[src/rtl/p20_sprite_animator.sv]
// Sprite-frame sequencer: divides clk by a runtime period and steps a frame index
// in loop, ping-pong, one-shot or hold mode, with a per-step strobe and sticky done.
module p20_sprite_animator #(
    parameter int unsigned NUM_FRAMES = 4,
    parameter int unsigned FRAME_W    = 2,
    parameter int unsigned DIV_W      = 25
) (
    input  logic               clk,
    input  logic               sys_rst,
    input  logic               halt,
    input  logic               restart,
    input  logic [1:0]         mode,
    input  logic [DIV_W-1:0]   divider,
    output logic [FRAME_W-1:0] frame,
    output logic               frame_tick,
    output logic               done
);

    typedef enum logic [1:0] {
        ModeLoop     = 2'b00,
        ModePingPong = 2'b01,
        ModeOneShot  = 2'b10,
        ModeHold     = 2'b11
    } mode_e;

    localparam logic [FRAME_W-1:0] LastFrame = FRAME_W'(NUM_FRAMES - 1);
    localparam logic               DirUp     = 1'b0;
    localparam logic               DirDown   = 1'b1;

    logic [DIV_W-1:0]   ctr_q, ctr_d;
    logic [FRAME_W-1:0] frame_q, frame_d;
    logic               dir_q, dir_d;
    logic               tick_q, tick_d;
    logic               done_q, done_d;

    mode_e              mode_s;
    logic [FRAME_W-1:0] frame_inc, frame_dec;
    logic               at_last, expired;
    logic [FRAME_W-1:0] step_frame;
    logic               step_dir, step_done;

    assign mode_s    = mode_e'(mode);
    assign frame_inc = frame_q + FRAME_W'(1);
    assign frame_dec = frame_q - FRAME_W'(1);
    assign at_last   = (frame_q == LastFrame);
    // >= rather than == so that lowering divider below ctr expires immediately.
    assign expired   = (ctr_q >= divider);

    // Frame/dir/done that a period expiry would produce in the current mode.
    always_comb begin
        step_frame = frame_q;
        step_dir   = DirUp;
        step_done  = 1'b0;
        unique case (mode_s)
            ModeLoop: begin
                step_frame = at_last ? '0 : frame_inc;
            end
            ModePingPong: begin
                step_dir = dir_q;
                if (NUM_FRAMES > 1) begin
                    if ((dir_q == DirUp && !at_last) || frame_q == '0) begin
                        step_frame = frame_inc;
                        step_dir   = (frame_inc == LastFrame) ? DirDown : DirUp;
                    end else begin
                        step_frame = frame_dec;
                        step_dir   = (frame_dec == '0) ? DirUp : DirDown;
                    end
                end
            end
            ModeOneShot: begin
                if (at_last) begin
                    step_done = 1'b1;
                end else begin
                    step_frame = frame_inc;
                    step_done  = (frame_inc == LastFrame);
                end
            end
            default: begin
                step_frame = frame_q;
            end
        endcase
    end

    always_comb begin
        ctr_d   = ctr_q;
        frame_d = frame_q;
        dir_d   = dir_q;
        done_d  = done_q;
        tick_d  = 1'b0;
        if (restart) begin
            ctr_d   = '0;
            frame_d = '0;
            dir_d   = DirUp;
            done_d  = 1'b0;
        end else if (!halt) begin
            if (mode_s == ModeHold || done_q) begin
                ctr_d = '0;
            end else if (expired) begin
                ctr_d   = '0;
                tick_d  = 1'b1;
                frame_d = step_frame;
                dir_d   = step_dir;
                done_d  = step_done;
            end else begin
                ctr_d = ctr_q + DIV_W'(1);
            end
        end
    end

    always_ff @(posedge clk or posedge sys_rst) begin
        if (sys_rst) begin
            ctr_q   <= '0;
            frame_q <= '0;
            dir_q   <= DirUp;
            tick_q  <= 1'b0;
            done_q  <= 1'b0;
        end else begin
            ctr_q   <= ctr_d;
            frame_q <= frame_d;
            dir_q   <= dir_d;
            tick_q  <= tick_d;
            done_q  <= done_d;
        end
    end

    assign frame      = frame_q;
    assign frame_tick = tick_q;
    assign done       = done_q;

endmodule

[config.mk]
export PLATFORM = sky130hd
export DESIGN_NAME = p20_sprite_animator
export DESIGN_NICKNAME = d
export VERILOG_FILES = /design/src/rtl/p20_sprite_animator.sv
export SDC_FILE = /design/constraint.sdc
export NUM_CORES = 1
export LEC_CHECK = 0
export CAP_MARGIN = 20
export CORE_ASPECT_RATIO = 0.6
export CORE_MARGIN = 8
export CORE_UTILIZATION = 45
export DETAILED_ROUTE_END_ITERATION = 6
export GPL_ROUTABILITY_DRIVEN = 0
export PLACE_DENSITY = 0.64
export SYNTH_ARGS = -nofsm -noshare
export SYNTH_HDL_FRONTEND = slang
export SYNTH_SLANG_ARGS = --single-unit
[constraint.sdc]
create_clock -name clk -period 3.2 [get_ports clk]
set_input_delay 0.48 -clock clk [delete_from_list [all_inputs] [get_ports clk]]
set_output_delay 0.48 -clock clk [all_outputs]
set_load 0.1 [all_outputs]
==> results of run 1 <==
layout make-up:
cell class	count	area share, %
clock buffer	5	2.218
clock inverter	3	1.290
inverter	38	4.597
multi-input combinational	220	52.14
sequential	30	24.19
tap	80	3.226
timing repair buffer	41	12.34
per-layer routing:
layer	wire, um	vias to the layer above	share of wire, %	global-route usage, %
li1	-	1170	-	-
met1	3159	1022	54	22.02
met2	2234	58	38	20.55
met3	397	6	6.8	3.603
met4	43	0	0.74	3.075
met5	0	-	0	0
per-stage QoR:
stage	area (sq um)	setup WS, ns	power [W]
after floorplan	2584	0.8675	0.0004834
after global placement	2994	0.1248	0.0005436
after detailed placement	2994	0.08178	0.0005452
after CTS	3103	0.3632	0.0009310
after global routing	3103	0.2227	0.0009675
final	3103	0.3635	0.0009229
power groups by stage:
stage / Clock, W / Sequential [W] / Combinational (W)
detailed placement: 0 / 0.000406 / 0.000140
floorplan: 0 / 0.000402 / 0.0000810
CTS: 0.000392 / 0.000398 / 0.000140
global placement: 0 / 0.000405 / 0.000138
global route: 0.000409 / 0.000400 / 0.000158
finish: 0.000386 / 0.000398 / 0.000139
sequential cells by signal, summed over array words and instances (netlist names):
signal	count
frame	2
dir_q	1
ctr_q	25
done	1
frame_tick	1
worst max-delay path, stage by stage:
cell and delay, ns:
clkdlybuf4s50_1 0.45, inv_1 0.05, ha_1 0.30, and2_0 0.22
a221o_1 0.36, a22oi_2 0.18, o2111ai_4 0.18, buf_4 0.23
or4_1 0.50, o21ai_1 0.10
worst max-delay path by stage:
stage | from | cells after the start | endpoint
5_1_grt | divider[3] | 10 | ctr_q[11]$_DFFE_PP0P_
2_1_floorplan | divider[20] | 9 | ctr_q[10]$_DFFE_PP0P_
4_1_cts | divider[12] | 10 | ctr_q[11]$_DFFE_PP0P_
6_report | divider[12] | 10 | ctr_q[11]$_DFFE_PP0P_
3_5_place_dp | divider[3] | 10 | ctr_q[11]$_DFFE_PP0P_
3_3_place_gp | divider[3] | 10 | ctr_q[11]$_DFFE_PP0P_
cell usage in the layout (no fill, tap or decap), types with 6 or more instances in the layout:
cell and count:
a21oi_1 12, a221o_1 6, and2_1 6, buf_4 11, clkdlybuf4s50_1 30, dfrtp_1 30
ha_1 34, inv_1 38, nand2_1 28, nand2b_1 6, nand4_1 6, nor2_1 15
nor3_1 14, nor3b_1 7, nor4_1 7, o21ai_0 10
synth_stat cells, drive strengths merged (2+ instances only):
cell type  count
a21oi         12
o21ai         12
nand3          4
nor2b          3
nor2          16
o22a           3
nor3b          7
or3            3
ha            34
a211o          5
a21o           3
a221o          6
a211oi         4
and3           4
nand2b         6
and2           7
nor3          14
o31ai          5
clkbuf         6
and4           2
a22o           4
o31a           2
nor4           8
nand2         29
o311ai         4
buf            5
o21a           4
nand4          8
inv           38
dfrtp         30
kinds of logic after synthesis:
kind of cell	synth area share, %
and+or+nand+nor	24.31
muxes	0.3874
DFF	29.06
buffers and inverters	8.329
adders and majority gates	16.46
AOI/OAI and AO/OA	21.45
==> impl_results.md, run 1 <==
- Seq/Total Area, Yosys: 29.06%
- Crit path DAT: 3.04 ns
- Reg2Reg Depth: 8
- Total Routing Usage GR: 14.71%
- # placed instances: 409
- Final Slew Violations: 0
- CTS resizes: 0
- Hold Crit Start: ctr_q[19]$_DFFE_PP0P_
- DR WL/cell: 13.99 um
- Worst-path clk slew: 0.07 ns
- Antenna diodes: 0
- CP max FO: 15
- Post-CTS Setup Bufs: 0
- Area of the mapped netlist: 0.002584 sq mm
- Max Clock Freq: 0.3525 GHz
- Inserted Clock Buffers: 5
- Status: finished, final reports clean
- Setup crit end kind: flop
- # DRC: 0
- Worst hold endpoint: ctr_q[19]$_DFFE_PP0P_
- Final wirelength: 5835 um
- Largest net degree at the start of global routing: 37
- FF/Latch Area: 750.7 sq um
- Logic gate share of total power: 15.1%
- Final setup violation count: 0
- Syn avg cell area: 8.641 sq um
- Mapped Nets: 364
- Sw frac: 25.74%
- Post-Syn Instances: 299
- Worst clock skew: 0.006761 ns
- Pre-antenna DRT Iters: 4
- P_sw: 0.0002375 W
- Port bufs: 34
- # fillers: 518
- Cell Count, Final, Fillers Out: 417
- CTS H-Tree Depth: 2
- Ys async rst share: 100.0%
- Synthesized flop and latch total: 30
- Clock sinks: 30
- Total gr overflow: 0
- Max cap viols: 0
- Multi-input logic area: 0.001618 sq mm
- First-pass GRT wire length: 10090 um
- Main synth FF type: dfrtp_1
- Ratio of cells with drive above 1 in the final layout: 8.309%
- IO Pins: 35
- Critical R2R Capture: ctr_q[11]$_DFFE_PP0P_
- Min Tclk post-route: 2.837 ns
- Nets@finish: 401
- VDD IR max: 0.0001581 V
- Vias: 2256
- Fin util: 55.71%
- Top post-synthesis cells by area: dfrtp_1 (29%), ha_1 (16%), inv_1 (5.5%)
- Dpl hpwl: 4459 um
- Period utilisation layout: 88.64%
- Startpoint types: input port
- Area Overhead vs Synth: 20.10%
- Core Rows: 21
- Reg2Reg Setup Slack: 0.58 ns
- Number of hold buffers added after cts: 0
- Die span in x: 113.8 um
- Yosys cell types: 51
- Starting Density: 46.38%
- CTS root buf: clkbuf_8
- Worst hold path class: reg2reg
- Antenna Nets Post-Route: 0
- Critical path data required time: 3.41 ns
- Hold Vio Cnt, Final: 0
- Cell accounting for the most synthesized area: dfrtp_1
- Worst hold slack: 0.5597 ns
- Core box area: 0.005570 sq mm
- Cell count of the worst hold path: 1
- Clock Latency Late Sink: 0.28 ns
- YS warnings: 0
- DR vias/cell: 5.410
- Number of global-route vias before repair: 2117
- PD cells: 297.4 mW/mm^2
- Die H: 74.70 um
- Clock power frac: 41.8%
- Unrepaired setup endpoints after global routing: false
- EDFF count, synth: 0
- Setup TNS: 0 ns
- Sequential share of power: 43.1%
- Die area: 0.008502 sq mm
- Slew @ Worst Pin: 0.7129 ns
- Synth top area share: 29.06%
- Static Leak: 1.473 nW
- Worst reg2reg startpoint: ctr_q[10]$_DFFE_PP0P_
- Relative slew slack: 52.03%
- CTS tree: built
- Initial antenna violation count: 0
- Internal cell power: 0.0006854 W
- CTS Buffer Depth: 2
- 1st-iter DRT viols: 74
- WS Path Type: in2reg
Note: power is estimated with default switching activity, not from simulation.
==> run 2, diff against run 1 <==
--- a/config.mk
+++ b/config.mk
@@ -5,6 +5,7 @@
 export SDC_FILE = /design/constraint.sdc
 export NUM_CORES = 1
 export LEC_CHECK = 0
+export ABC_CLOCK_PERIOD_IN_PS = 3200
 export CAP_MARGIN = 20
 export CORE_ASPECT_RATIO = 0.6
 export CORE_MARGIN = 8
==> results of run 2 <==
Same layout as run 1: the final DEF is identical, and so are final timing and power.
==> run 3, diff against run 2 <==
--- a/config.mk
+++ b/config.mk
@@ -5,7 +5,7 @@
 export SDC_FILE = /design/constraint.sdc
 export NUM_CORES = 1
 export LEC_CHECK = 0
-export ABC_CLOCK_PERIOD_IN_PS = 3200
+export ABC_CLOCK_PERIOD_IN_PS = 3060
 export CAP_MARGIN = 20
 export CORE_ASPECT_RATIO = 0.6
 export CORE_MARGIN = 8
==> constraint.sdc (replaced) <==
create_clock -name clk -period 3.06 [get_ports clk]
set_input_delay 0.459 -clock clk [delete_from_list [all_inputs] [get_ports clk]]
set_output_delay 0.459 -clock clk [all_outputs]
set_load 0.1 [all_outputs]
==> run 3 against run 2 <==
Clock skew fell by 0.0033 ns. First-iteration DRC count rose by 46%. Highest routed layer unchanged. Largest cell class unchanged. Core utilization rose by 0.54 points. Register-to-register slack worse by 0.07 ns. Global-route usage up 0.32 points. Power shrank 2.5%. Clock power decreased by 13%. Sequential share of layout area down 0.23 points.
==> impl_results.md, run 3 (synthesis gave the netlist of run 1 again) <==
- Startpoint types: input port (unchanged)
- Most frequent cells in the layout: inv_1 (38), ha_1 (34), dfrtp_1 (30), clkdlybuf4s50_1 (30), nand2_1 (28) (unchanged)
- Nets@finish: 404 (was 401)
- Max Clock Freq: 0.3639 GHz
- # fillers: 516 (was 518)
- Antenna diodes: 0 (unchanged)
- CTS resizes: 0 (unchanged)
- Final Slew Violations: 0 (unchanged)
- Relative slew slack: 48.88% (was 52.03%)
- Hold Vio Cnt, Final: 0 (unchanged)
- Number of hold buffers added after cts: 0 (unchanged)
- WS Path Type: in2reg (unchanged)
- IO Pins: 35 (unchanged)
- Slew @ Worst Pin: 0.7598 ns (was 0.7129 ns)
- Inserted Clock Buffers: 5 (unchanged)
- Post-CTS Setup Bufs: 0 (unchanged)
- Starting Density: 46.38% (unchanged)
- Worst reg2reg startpoint: ctr_q[10]$_DFFE_PP0P_ (unchanged)
- Static Leak: 1.482 nW (was 1.473 nW)
- CP max FO: 13 (was 15)
- # DRC: 0 (unchanged)
- Die area: 0.008502 sq mm (unchanged)
- Multi-input logic area: 0.001618 sq mm (unchanged)
- Final wirelength: 5931 um (was 5835 um)
- Clock sinks: 30 (unchanged)
- Ratio of cells with drive above 1 in the final layout: 8.824% (was 8.309%)
- Vias: 2232 (was 2256)
- Core box area: 0.005570 sq mm (unchanged)
- Pre-antenna DRT Iters: 4 (unchanged)
- 1st-iter DRT viols: 108 (was 74)
- PD cells: 287.3 mW/mm^2 (was 297.4 mW/mm^2)
- Total gr overflow: 0 (unchanged)
- Crit path DAT: 2.96 ns (was 3.04 ns)
- Unrepaired setup endpoints after global routing: false (unchanged)
- Reg2Reg Depth: 8 (unchanged)
- Worst hold path class: in2async (was reg2reg)
- Most common cell after layout, fill and taps aside: inv_1 (unchanged)
- VDD IR max: 0.0001423 V (was 0.0001581 V)
- Setup TNS: 0 ns (unchanged)
- Largest net degree at the start of global routing: 31 (was 37)
- Critical path data required time: 3.27 ns (was 3.41 ns)
- Number of global-route vias before repair: 2140 (was 2117)
- Max cap viols: 0 (unchanged)
- Final setup violation count: 0 (unchanged)
- Worst-path clk slew: 0.07 ns (about the same)
- DR vias/cell: 5.314 (was 5.410)
- Initial antenna violation count: 0 (unchanged)
- Min Tclk post-route: 2.748 ns
- First-pass GRT wire length: 10250 um (was 10090 um)
- CTS tree: built (unchanged)
- FF/Latch Area: 750.7 sq um (unchanged)
- Setup crit end kind: flop (unchanged)
- DR WL/cell: 14.12 um (was 13.99 um)
- Antenna Nets Post-Route: 0 (unchanged)
- Port bufs: 34 (unchanged)
- Clock Latency Late Sink: 0.28 ns (about the same)
- Worst clock skew: 0.003500 ns (was 0.006761 ns)
- Critical R2R Capture: ctr_q[11]$_DFFE_PP0P_ (unchanged)
- Reg2Reg Setup Slack: 0.51 ns (was 0.58 ns)
- Core Rows: 21 (unchanged)
- Dpl hpwl: 4565 um (was 4459 um)
- CTS root buf: clkbuf_8 (unchanged)
- Worst hold slack: 0.5438 ns (was 0.5597 ns)
- Die H: 74.70 um (unchanged)
- Total Routing Usage GR: 15.04% (was 14.71%)
- Status: finished, final reports clean (unchanged)
- CTS Buffer Depth: 2 (unchanged)
- Die span in x: 113.8 um (unchanged)
- Top reg by flops: ctr_q (unchanged)
- Max reg flops: 25 (unchanged)
- Area Overhead vs Synth: 21.26% (was 20.10%)
- Period utilisation layout: 89.80%
- CTS H-Tree Depth: 2 (unchanged)
==> run 3: worst max-delay path by stage <==
stage / from / endpoint / slack (ns) / cells past startpoint
detailed placement: divider[10] / ctr_q[11]$_DFFE_PP0P_ / 0.03 / 10
floorplan: frame[0]$_DFFE_PP0P_ / frame[1]$_DFFE_PP0P_ / 0.75 / 8
CTS: divider[10] / ctr_q[11]$_DFFE_PP0P_ / 0.31 / 10
finish: divider[10] / ctr_q[11]$_DFFE_PP0P_ / 0.31 / 10
global route: divider[3] / ctr_q[4]$_DFFE_PP0P_ / 0.16 / 11
global placement: divider[12] / ctr_q[11]$_DFFE_PP0P_ / 0.06 / 10
==> run 3: power breakdown <==
part / leakage [nW] / switching (W) / internal (W) / total [W]
registers: 0.418 / 0.0000126 / 0.000404 / 0.000417
clock network: 0.0482 / 0.000155 / 0.000181 / 0.000336
logic: 1.02 / 0.0000718 / 0.0000753 / 0.000147
==> run 3: area by class of cell <==
type                    instances  share of cell area [%]
flip-flops and latches         30                   23.96
multi-input cells             220                   51.64
inverters                      38                   4.553
repair buffers                 44                   13.74
well taps                      80                   3.195
clock inverters                 1                  0.1597
clock buffers                   7                   2.756
==> run 3: critical path, cell delays in order <==
cell,delay [ns]
clkdlybuf4s50_1,0.46
inv_1,0.04
ha_1,0.32
a21o_1,0.17
a221o_1,0.33
a22oi_2,0.18
o2111ai_4,0.23
buf_12,0.21
or4_1,0.49
o21ai_1,0.08
==> run 3: routing by layer <==
| metal | wire, um | track usage (%) | vias to the layer above |
|---|---|---|---|
| met2 | 2329 | 21.72 | 42 |
| met1 | 3173 | 21.39 | 1015 |
| met5 | 0 | 0 | - |
| met3 | 363 | 3.843 | 6 |
| li1 | - | - | 1169 |
| met4 | 64 | 4.539 | 0 |
==> run 3: per-stage QoR <==
step	utilization [%]	area (sq um)	setup slack [ns]	power, W	cells
after floorplan	-	2584	0.7464	0.0005056	299
after global placement	54.60	3042	0.05511	0.0005704	412
after detailed placement	54.60	3042	0.02802	0.0005717	412
after CTS	56.24	3133	0.3102	0.0009135	420
after global routing	56.24	3133	0.1623	0.0009511	420
final	56.24	3133	0.3120	0.0009001	420
